===== src/rtl/fpu_add_issue.sv =====
// Issue buffer for the FP adder: a 2-entry FIFO that resolves rounding mode and classifies special operands at push.
// Optional FPU_ADD_ISSUE_STATS_EN enables the stat_issued / stat_stall counters; otherwise they read 0.
module fpu_add_issue #(
  parameter int PARAM_Fp_size       = 32,
  parameter int PARAM_Mantissa_size = 23,
  parameter int PARAM_Exponent_size = 8,
  parameter int TAG_W               = 5
) (
  input  logic                     clk,
  input  logic                     reset,
  input  logic                     flush,
  input  logic [2:0]               frm,
  input  logic                     req_valid,
  output logic                     req_ready,
  input  logic                     req_sub,
  input  logic [2:0]               req_rm,
  input  logic [PARAM_Fp_size-1:0] req_rs1,
  input  logic [PARAM_Fp_size-1:0] req_rs2,
  input  logic [TAG_W-1:0]         req_tag,
  output logic                     iss_valid,
  input  logic                     iss_ready,
  output logic [2:0]               iss_rm,
  output logic [PARAM_Fp_size-1:0] iss_A,
  output logic [PARAM_Fp_size-1:0] iss_B,
  output logic [TAG_W-1:0]         iss_tag,
  output logic                     iss_special,
  output logic [PARAM_Fp_size-1:0] iss_special_result,
  output logic                     iss_nv,
  output logic                     iss_illegal,
  output logic [31:0]              stat_issued,
  output logic [31:0]              stat_stall
);
  localparam int W = PARAM_Fp_size;
  localparam int M = PARAM_Mantissa_size;
  localparam int E = PARAM_Exponent_size;
  localparam logic [W-1:0] QNAN = {1'b0, {E{1'b1}}, 1'b1, {(M-1){1'b0}}};

  typedef struct packed {
    logic [2:0]       rm;
    logic [W-1:0]     a;
    logic [W-1:0]     b;
    logic [TAG_W-1:0] tag;
    logic             special;
    logic [W-1:0]     result;
    logic             nv;
    logic             illegal;
  } entry_t;

  // Handshake: a transfer happens on a rising edge where valid & ready are both high;
  // valid never depends on ready, and req_ready is a register so iss_ready cannot reach it.
  entry_t     mem [2];
  entry_t     new_e;
  logic [1:0] count;
  logic [1:0] count_next;
  logic       head;
  logic       tail;
  logic       rdy_q;
  logic       push;
  logic       pop;

  assign req_ready = rdy_q;
  assign iss_valid = (count != 2'd0);
  assign push      = req_valid & rdy_q;
  assign pop       = iss_valid & iss_ready;
  assign tail      = (count == 2'd0) ? head : ~head;

  // Operand classification of the request as it would be stored
  logic [2:0]   rm_res;
  logic [W-1:0] b_eff;
  logic         a_ones, b_ones, a_fnz, b_fnz;
  logic         a_nan, b_nan, a_snan, b_snan, a_inf, b_inf, a_zero, b_zero;
  logic         rm_bad;

  assign rm_res = (req_rm == 3'b111) ? frm : req_rm;
  assign b_eff  = {req_rs2[W-1] ^ req_sub, req_rs2[W-2:0]};
  assign a_ones = &req_rs1[W-2:M];
  assign b_ones = &b_eff[W-2:M];
  assign a_fnz  = |req_rs1[M-1:0];
  assign b_fnz  = |b_eff[M-1:0];
  assign a_nan  = a_ones & a_fnz;
  assign b_nan  = b_ones & b_fnz;
  assign a_snan = a_nan & ~req_rs1[M-1];
  assign b_snan = b_nan & ~b_eff[M-1];
  assign a_inf  = a_ones & ~a_fnz;
  assign b_inf  = b_ones & ~b_fnz;
  assign a_zero = ~|req_rs1[W-2:0];
  assign b_zero = ~|b_eff[W-2:0];
  assign rm_bad = (rm_res == 3'b101) | (rm_res == 3'b110) | (rm_res == 3'b111);

  always_comb begin
    new_e     = '0;
    new_e.rm  = rm_res;
    new_e.a   = req_rs1;
    new_e.b   = b_eff;
    new_e.tag = req_tag;
    if (rm_bad) begin
      new_e.special = 1'b1;
      new_e.illegal = 1'b1;
    end else if (a_nan | b_nan) begin
      new_e.special = 1'b1;
      new_e.result  = QNAN;
      new_e.nv      = a_snan | b_snan;
    end else if (a_inf & b_inf & (req_rs1[W-1] != b_eff[W-1])) begin
      new_e.special = 1'b1;
      new_e.result  = QNAN;
      new_e.nv      = 1'b1;
    end else if (a_inf) begin
      new_e.special = 1'b1;
      new_e.result  = req_rs1;
    end else if (b_inf) begin
      new_e.special = 1'b1;
      new_e.result  = b_eff;
    end else if (a_zero & b_zero) begin
      new_e.special = 1'b1;
      // Exact zero sum: negative only when both are -0, or signs differ under round-down
      new_e.result  = {(req_rs1[W-1] & b_eff[W-1]) |
                       ((rm_res == 3'b010) & (req_rs1[W-1] ^ b_eff[W-1])),
                       {(W-1){1'b0}}};
    end
  end

  always_comb begin
    count_next = count;
    case ({push, pop})
      2'b10:   count_next = count + 2'd1;
      2'b01:   count_next = count - 2'd1;
      default: count_next = count;
    endcase
  end

  always_ff @(posedge clk) begin
    if (reset) begin
      count  <= 2'd0;
      head   <= 1'b0;
      rdy_q  <= 1'b0;
      mem[0] <= '0;
      mem[1] <= '0;
    end else if (flush) begin
      count <= 2'd0;
      rdy_q <= 1'b1;
    end else begin
      if (push) mem[tail] <= new_e;
      if (pop) head <= ~head;
      count <= count_next;
      rdy_q <= (count_next < 2'd2);
    end
  end

  assign iss_rm             = mem[head].rm;
  assign iss_A              = mem[head].a;
  assign iss_B              = mem[head].b;
  assign iss_tag            = mem[head].tag;
  assign iss_special        = mem[head].special;
  assign iss_special_result = mem[head].result;
  assign iss_nv             = mem[head].nv;
  assign iss_illegal        = mem[head].illegal;

`ifdef FPU_ADD_ISSUE_STATS_EN
  always_ff @(posedge clk) begin
    if (reset) begin
      stat_issued <= 32'd0;
      stat_stall  <= 32'd0;
    end else begin
      if (pop) stat_issued <= stat_issued + 32'd1;
      if (iss_valid & ~iss_ready) stat_stall <= stat_stall + 32'd1;
    end
  end
`else
  assign stat_issued = 32'd0;
  assign stat_stall  = 32'd0;
`endif

endmodule


===== config.mk =====
export PLATFORM = sky130hd
export DESIGN_NAME = fpu_add_issue
export DESIGN_NICKNAME = d
export VERILOG_FILES = /design/src/rtl/fpu_add_issue.sv
export SDC_FILE = /design/constraint.sdc
export NUM_CORES = 1
export LEC_CHECK = 0
export ABC_AREA = 1
export ABC_CLOCK_PERIOD_IN_PS = 12400
export CORE_UTILIZATION = 32
export CTS_CLUSTER_DIAMETER = 80
export CTS_CLUSTER_SIZE = 20
export DETAILED_ROUTE_END_ITERATION = 10
export SYNTH_ARGS = -nofsm -noshare
export SYNTH_HDL_FRONTEND = slang
export SYNTH_SLANG_ARGS = --single-unit

===== constraint.sdc =====
create_clock -name clk -period 12.4 [get_ports clk]
set_input_delay 2.48 -clock clk [delete_from_list [all_inputs] [get_ports clk]]
set_output_delay 2.48 -clock clk [all_outputs]
set_load 0.05 [all_outputs]

==> results of run 1 <==
metrics by stage:
step	power, uW	cells	hold WS [ns]	util (%)
final	1582	1426	0.5321	41.01
after global routing	1641	1426	0.5744	41.01
after CTS	1600	1426	0.5292	41.01
after detailed placement	1147	1405	0.5162	39.73
after global placement	1146	1405	0.5022	39.73
after floorplan	1071	910	0.4772	-
worst max-delay path, cell delays in order, from the launching register on:
cell	delay, ns
dfxtp_4	0.71
buf_4	0.82
mux2_2	0.45
clkdlybuf4s50_1	0.71
worst max path at each step:
| stage | from | endpoint | slack, ns | depth (start not counted) |
|---|---|---|---|---|
| 6_report | register | iss_B[8] | 6.66 | 3 |
| 5_1_grt | register | iss_rm[1] | 6.45 | 3 |
| 4_1_cts | register | iss_rm[1] | 6.56 | 3 |
| 3_5_place_dp | reset | mem[1][70] | 6.39 | 8 |
| 3_3_place_gp | reset | mem[0][74] | 6.41 | 8 |
| 2_1_floorplan | flush | mem[0][0] | 6.31 | 7 |
cells by family after synthesis:
group                    after synthesis  synth area share [%]
AO/OA/AOI/OAI                         12                0.7394
buffers and inverters                177                 10.11
adder cells (fa/ha/maj)                2                0.2464
XOR/XNOR                               3                0.3328
flip-flops                           219                 64.28
other                                  1               0.03694
AND/OR/NAND/NOR                      282                 12.39
multiplexers                         107                 11.87
cells in the mapped netlist (5+ instances only):
library cell | number | share of area [%]
nand2_2 | 6 | 0.37
edfxtp_1 | 214 | 63
inv_2 | 6 | 0.22
nor2_1 | 196 | 7.2
inv_1 | 76 | 2.8
nor2_2 | 17 | 1.0
buf_2 | 15 | 0.74
nor2_4 | 7 | 0.78
buf_4 | 66 | 4.9
a21oi_1 | 5 | 0.25
dfxtp_1 | 5 | 0.99
nand2_1 | 26 | 0.96
mux2_2 | 107 | 12
buf_6 | 7 | 0.78
nand3_1 | 9 | 0.44
nand4_1 | 9 | 0.55
power groups by stage:
stage	combinational, uW	clock, uW	sequential [uW]
CTS	276	469	856
finish	272	454	855
floorplan	198	0	873
global route	287	495	859
global placement	274	0	871
detailed placement	275	0	873
area by class of cell:
cell class	count	area, um2
Clock buffer	21	397.9
Fill cell	2911	18230
Inverter	82	307.8
Multi-Input combinational cell	514	3017
Sequential cell	219	6530
Tap cell	396	495.5
Timing Repair Buffer	194	1929
routing by layer:
layer	up-vias	global-route usage (%)	routed length (um)
met4	0	3.009	317
met1	2898	16.90	9369
li1	2956	-	-
met5	-	0	0
met2	197	23.24	10630
met3	23	1.920	1180
registers in the layout, indices dropped and copies added, names as in the netlist, named ones only:
| register | count |
|---|---|
| mem | 214 |
| count | 2 |
| head | 1 |
| req_ready | 1 |
==> metrics.txt, run 1 <==
reg2reg path depth=6; Worst R2R End=mem[0][11]; synthesized cell area=10150 um2; cell area after layout=12680 um2; Routability Congestion=0.7366; hold wc startpoint=count[0]; Die Area=32440 um2; Nets=1108; die extent in y=180.1 um; top_reg_cell synth=edfxtp_1; number of vias per cell=4.259; drt first pass iters=6; CTS Buf Count=14; Least-Margin Pin Slew=1.168 ns; Routed WL=21500 um; Antenna Nets Post-Route=0; worst relative slew slack=22.11%; Post-DP Area=12280 um2; Max Clk Rate=174.2 MHz; clk sink count=219; starting DRC count in detailed routing=343; total number of vias=6074; io pins=254; leakage=0.004950 uW; clk root buf=clkbuf_16; Setup WS post-layout=6.659 ns; global route total overflow=0; Clock transition at path regs=0.08 ns; Port Buffer Count=189; core area=30910 um2; Fin. Hold Viols=0; max-slew violations=0; Logic pwr share=17.2%; most common cell after layout, fill and taps aside=edfxtp_1; max-capacitance violation count=0; CTS tree=built; largest net degree at the start of global routing=87; clk_lat worst skew=0.47 ns; Mapped Cells=803; Sw Ratio=27.10%; effective utilization at floorplan=32.84%; YS warnings=0; Setup TNS=0 ns; Avg Cell Area, Syn=12.64 um2; Worst EP required=9.92 ns; Cell variety after synth=34; setup slack, reg-to-reg=9.01 ns; Arr. time, crit path=3.26 ns; initial antenna violation count=0; Clk pwr share=28.7%; clk buf depth=3; number of flops mapped to enable cells by yosys=214; Rows=64; Final Cycle Share=46.30%; status=completed; CTS Hold Bufs=0; crit start category=register; Remaining DRCs=0; part of the power in registers=54.1%; Int Pwr=1153 uW; share of the yosys chip area belonging to registers=64.28%; dpl ws=6.389 ns; Synth async-reset ratio=0%; HPWL Detailed=13880 um; RSZ-0062 raised after global routing=false; post-DR wirelength/cell=15.07 um; post-CTS sizing=0; Peak VDD IR=0.00006148 V; Tmin final=5.741 ns; Die Wd=180.1 um; commonest non-fill, non-tap cells in the layout=edfxtp_1, nor2_1, clkdlybuf4s50_1; Area growth syn-to-layout=24.87%; vias in the first global route=6022; CP endpoint kind=primary output; synthesized flop and latch total=219; Antenna Cells=0; first-pass GRT wire length=33420 um; PwrDens=124.8 nW/um2; worst r2r src=count[0]; Setup violations, final=0; Worst Path Max Fanout=68; GRT Total Usage=13.12%; Worst Skew=0.007187 ns; switching power total=428.6 uW; post-CTS setup repair buffer count=0; Setup Crit Path Kind=reg2out; layout cell share with drive strength beyond 1=17.09%; Hold Crit Endpoint=count[0]; H-Tree Depth=1; hold path cells=2; path type of the worst min-delay path=reg2reg
Power figures use the tool's default switching activity.
==> run 2, diff against run 1 <==
--- a/config.mk
+++ b/config.mk
@@ -6,7 +6,7 @@
 export NUM_CORES = 1
 export LEC_CHECK = 0
 export ABC_AREA = 1
-export ABC_CLOCK_PERIOD_IN_PS = 12400
+export ABC_CLOCK_PERIOD_IN_PS = 5200
 export CORE_UTILIZATION = 32
 export CTS_CLUSTER_DIAMETER = 80
 export CTS_CLUSTER_SIZE = 20
==> constraint.sdc (replaced) <==
create_clock -name clk -period 5.2 [get_ports clk]
set_input_delay 1.04 -clock clk [delete_from_list [all_inputs] [get_ports clk]]
set_output_delay 1.04 -clock clk [all_outputs]
set_load 0.05 [all_outputs]
==> run 2 against run 1 <==
  * Design area grew 0.89%
  * Critical path type unchanged
  * Critical endpoint is now iss_B[20]
  * Flip-flop and latch count is the same
  * Setup slack lost 5.3 ns
  * Final cell count grew 0.42%
  * Global-route usage grew 0.50 points
  * Total power grew 140%
  * Count of clock-buffer cells in the layout shrank 2
  * Sequential share of layout area shrank 0.45 points
  * Highest routed layer unchanged
==> metrics.txt, run 2 (same netlist as run 1, synthesis figures left out) <==
Top Family by Delay on Critical Path=buffers and inverters; Tmin final=3.818 ns; Die Area=32440 um2; path type of the worst min-delay path=reg2reg; Worst Path Buf+Inv=2; PwrDens=301.6 nW/um2; initial antenna violation count=1; Post-DP Area=12340 um2; layout cell share with drive strength beyond 1=17.60%; post-CTS sizing=0; CP endpoint kind=primary output; Biggest register=mem; worst relative slew slack=41.59%; drt first pass iters=4; CP peak stage delay=0.71 ns; Largest regs=mem: 214 flops, count: 2 flops; clk_lat worst skew=0.48 ns; GRT Total Usage=13.63%; Routability Congestion=0.7892; max reg flops=214; Peak VDD IR=0.0001436 V; Setup TNS=0 ns; clk buf depth=3; Final Cycle Share=73.41%; Port Buffer Count=189; io pins=254; Area growth syn-to-layout=25.98%; status=completed; most common cell after layout, fill and taps aside=edfxtp_1; Antenna Nets Post-Route=0; hold path cells=2; Fin. Hold Viols=0; Least-Margin Pin Slew=0.8762 ns; core area=30910 um2; first-pass GRT wire length=34620 um; Rows=64; effective utilization at floorplan=32.84%; CP Depth=3; CP max stage cell=dfxtp_4; Worst EP required=4.16 ns; Remaining DRCs=0; CTS Hold Bufs=0; RSZ-0062 raised after global routing=false; max-slew violations=0; Worst Skew=0.01200 ns; post-CTS setup repair buffer count=0; Worst Path Max Fanout=38; vias in the first global route=6165; H-Tree Depth=1; crit start category=register; die extent in y=180.1 um; Routed WL=22110 um; Die Wd=180.1 um; post-DR wirelength/cell=15.44 um; number of vias per cell=4.272; Setup violations, final=0; clk sink count=219; starting DRC count in detailed routing=320; CTS tree=built; dpl ws=1.280 ns; Clock transition at path regs=0.08 ns; Setup Crit Path Kind=reg2out; Nets=1112; global route total overflow=0; Setup WS post-layout=1.382 ns; max-capacitance violation count=0; largest net degree at the start of global routing=56; crit-path cells=buf_4 -> mux2_2 -> clkdlybuf4s50_1; clk root buf=clkbuf_16; leakage=0.005000 uW; Arr. time, crit path=2.78 ns; reg2reg path depth=5; Max Clk Rate=261.9 MHz; HPWL Detailed=14620 um; total number of vias=6117; commonest non-fill, non-tap cells in the layout=edfxtp_1, nor2_1, clkdlybuf4s50_1; cell area after layout=12790 um2; CTS Buf Count=15
[run 2: cell types whose count changed in the layout (fill, tap and decap cells not counted)]
| cell | previous run | this run |
|---|---|---|
| buf_12 | 0 | 3 |
| clkbuf_1 | 6 | 4 |
| diode_2 | 0 | 2 |
| bufinv_16 | 0 | 1 |
| clkinv_4 | 0 | 1 |
| clkinv_8 | 0 | 1 |
[run 2: where the power goes]
group          switching [uW]  internal, uW
combinational             449           202
clock                     579           588
sequential               20.5          2020
[run 2: layer usage]
| layer | wire length [um] | track usage, % | share of wire (%) | up-vias |
|---|---|---|---|---|
| met5 | 0 | 0 | 0 | - |
| met4 | 466 | 3.350 | 2.1 | 0 |
| met3 | 1025 | 1.758 | 4.6 | 32 |
| met2 | 10750 | 24.05 | 49 | 205 |
| met1 | 9860 | 17.68 | 45 | 2904 |
| li1 | - | - | - | 2976 |
[run 2: stage by stage]
step | util (%) | cells | power [uW] | hold WS (ns)
floorplan | - | 910 | 2553 | 0.4772
global placement | 39.92 | 1408 | 2733 | 0.4984
detailed placement | 39.92 | 1408 | 2738 | 0.5015
CTS | 41.36 | 1430 | 3917 | 0.5123
global route | 41.38 | 1432 | 4007 | 0.5293
finish | 41.38 | 1432 | 3858 | 0.5102
[run 2: worst register-to-register path: cells and delay by family, from the launching register on]
kind,cells,cell delay (ns)
simple gates,3,1.27
xor+xnor,1,0.24
buf+inv,1,0.42
flops,1,0.35
[run 2: final timing paths]
kind	from	slack, ns	endpoint
worst max-delay path	register	1.38	iss_B[20]
worst min-delay path	count[0]	0.51	count[0]
worst max register to register	count[0]	2.60	mem[0][65]
worst min register to register	count[0]	0.51	count[0]
[run 2: layout make-up]
type | instances | area (um2)
Clock buffer | 19 | 390.4
Clock inverter | 3 | 55.05
Tap cell | 396 | 495.5
Inverter | 82 | 307.8
Fill cell | 2965 | 18120
Timing Repair Buffer | 197 | 1989
Antenna cell | 2 | 5.005
Sequential cell | 219 | 6530
Multi-Input combinational cell | 514 | 3017
==> run 3, diff against run 2 <==
--- a/config.mk
+++ b/config.mk
@@ -6,7 +6,7 @@
 export NUM_CORES = 1
 export LEC_CHECK = 0
 export ABC_AREA = 1
-export ABC_CLOCK_PERIOD_IN_PS = 5200
+export ABC_CLOCK_PERIOD_IN_PS = 3200
 export CORE_UTILIZATION = 32
 export CTS_CLUSTER_DIAMETER = 80
 export CTS_CLUSTER_SIZE = 20
==> constraint.sdc (replaced) <==
create_clock -name clk -period 3.2 [get_ports clk]
set_input_delay 0.64 -clock clk [delete_from_list [all_inputs] [get_ports clk]]
set_output_delay 0.64 -clock clk [all_outputs]
set_load 0.05 [all_outputs]
==> run 3 against run 2 <==
  * Global-route usage shrank 0.17 points
  * Via count grew 0.11%
  * Core utilization grew 0.34 points
  * First-iteration DRC count grew 4.1%
  * Total power grew 62%
  * Clock skew shrank 0.0015 ns
  * Register-to-register slack lost 1.3 ns
  * Final cell count grew 0.56%
  * Largest cell class unchanged
==> metrics.txt, run 3 (same netlist as run 1, synthesis figures left out) <==
status=completed; met3 WL post-DR=1104 um; Setup Crit Path Kind=reg2out; Clk pwr share=29.7%; M1 wire length=9617 um; RSZ-0062 raised after global routing=false; crit start category=register; H-Tree Depth=1; commonest non-fill, non-tap cells in the layout=edfxtp_1, nor2_1, clkdlybuf4s50_1; layout cell share with drive strength beyond 1=18.20%; Setup violations, final=0; global route total overflow=0; Die Wd=180.1 um; Rows=64; Routability Congestion=0.7610; io pins=254; path type of the worst min-delay path=reg2reg; Max Clk Rate=328.7 MHz; cell area after layout=12890 um2; crit-path cells=buf_4 -> mux2_2 -> clkdlybuf4s50_1; worst relative slew slack=60.75%; hold path cells=2; Area growth syn-to-layout=27.00%; max reg flops=214; most common cell after layout, fill and taps aside=edfxtp_1; FF/Latch Area=6530 um2; CP peak stage delay=0.74 ns; Sw Ratio=27.67%; Logic pwr share=17.3%; Antenna Nets Post-Route=0; Worst R2R End=mem[0][72]; post-CTS setup repair buffer count=0; clk_lat worst skew=0.48 ns; clk sink count=219; GRT Total Usage=13.45%; PwrDens=484.1 nW/um2; core area=30910 um2; first-pass GRT wire length=34110 um; number of vias per cell=4.253; Post-DP Area=12460 um2; setup slack, reg-to-reg=1.34 ns; Antenna Cells=0; switching power total=1727 uW; part of the power in registers=53.0%; multi-input logic area=3017 um2; Setup TNS=0 ns; Int Pwr=4515 uW; HPWL Detailed=14560 um; Port Buffer Count=189; Hold Crit Endpoint=count[0]; Fin. Hold Viols=0; Worst Path Max Fanout=35; drt first pass iters=4; largest net degree at the start of global routing=86; CP endpoint kind=primary output; CTS Buf Count=15; hold wc startpoint=count[0]; Clock transition at path regs=0.08 ns; fill cell count=2942; metal2 WL=10770 um; Biggest register=mem; die extent in y=180.1 um; CP max stage cell=clkdlybuf4s50_1; Largest regs=mem: 214 flops, count: 2 flops; starting DRC count in detailed routing=333; post-DR wirelength/cell=15.16 um; Arr. time, crit path=2.40 ns; effective utilization at floorplan=32.84%; Final Cycle Share=95.08%; Worst EP required=2.56 ns; max-slew violations=0; top routing layer in use=met4; initial antenna violation count=1; Peak VDD IR=0.0002559 V; Tmin final=3.043 ns; worst r2r src=req_ready; vias in the first global route=6054; Remaining DRCs=0; CTS tree=built; CTS Hold Bufs=0; Worst Skew=0.01051 ns; Least-Margin Pin Slew=0.5870 ns; total number of vias=6124; Die Area=32440 um2; max-capacitance violation count=0; reg2reg path depth=5; clk buf depth=3; leakage=0.005057 uW; clk root buf=clkbuf_16; Routed WL=21830 um; Nets=1118; post-CTS sizing=0
## run 3: cell types whose count changed in the layout (fill, tap and decap cells not counted), sizes merged
cell	delta
buf	+7
clkbuf	+3
diode	-2
inv	+2
bufinv	-1
clkdlybuf4s50	-1
## run 3: worst max path at each step
stage	from	end	slack [ns]	depth (start not counted)
global route	register	iss_special_result[26]	0.04	3
finish	register	iss_special_result[26]	0.16	3
floorplan	reset	mem[0][0]	0.01	7
detailed placement	req_rs2[31]	mem[1][24]	0.51	8
global placement	reset	mem[1][97]	0.55	7
CTS	register	iss_special_result[9]	0.1	3
## run 3: per-layer routing
metal | track usage, % | up-vias
met1 | 17.66 | 2925
met3 | 2.021 | 19
met5 | 0 | -
met2 | 23.49 | 205
met4 | 2.838 | 0
li1 | - | 2975
## run 3: critical path: cells and delay by family, from the launching register on
family	cells	cell delay [ns]
buffers and inverters	2	1.16
DFF	1	0.37
muxes	1	0.39
## run 3: metrics by stage
| step | setup WS (ns) | cells | utilization, % | power (uW) | hold slack, ns |
|---|---|---|---|---|---|
| 4_1_cts | 0.09882 | 1440 | 41.71 | 6324 | 0.5123 |
| 2_1_floorplan | 0.01195 | 910 | - | 4141 | 0.4772 |
| 3_5_place_dp | 0.5060 | 1414 | 40.30 | 4466 | 0.5037 |
| 3_3_place_gp | 0.5496 | 1414 | 40.30 | 4460 | 0.5133 |
| 6_report | 0.1575 | 1440 | 41.71 | 6242 | 0.5100 |
| 5_1_grt | 0.04061 | 1440 | 41.71 | 6475 | 0.5530 |
## run 3: power by group through the flow
stage	sequential, uW	combinational, uW	clock [uW]
finish	3310	1080	1850
global route	3320	1140	2010
CTS	3310	1090	1920
detailed placement	3380	1090	0
global placement	3370	1090	0
floorplan	3380	766	0
## run 3: area by class of cell
type	instances	share of cell area [%]
inverters	82	2.387
flip-flops and latches	219	50.65
multi-input cells	514	23.40
clock inverters	4	0.2717
well taps	396	3.843
clock buffers	22	3.115
repair buffers	203	16.34
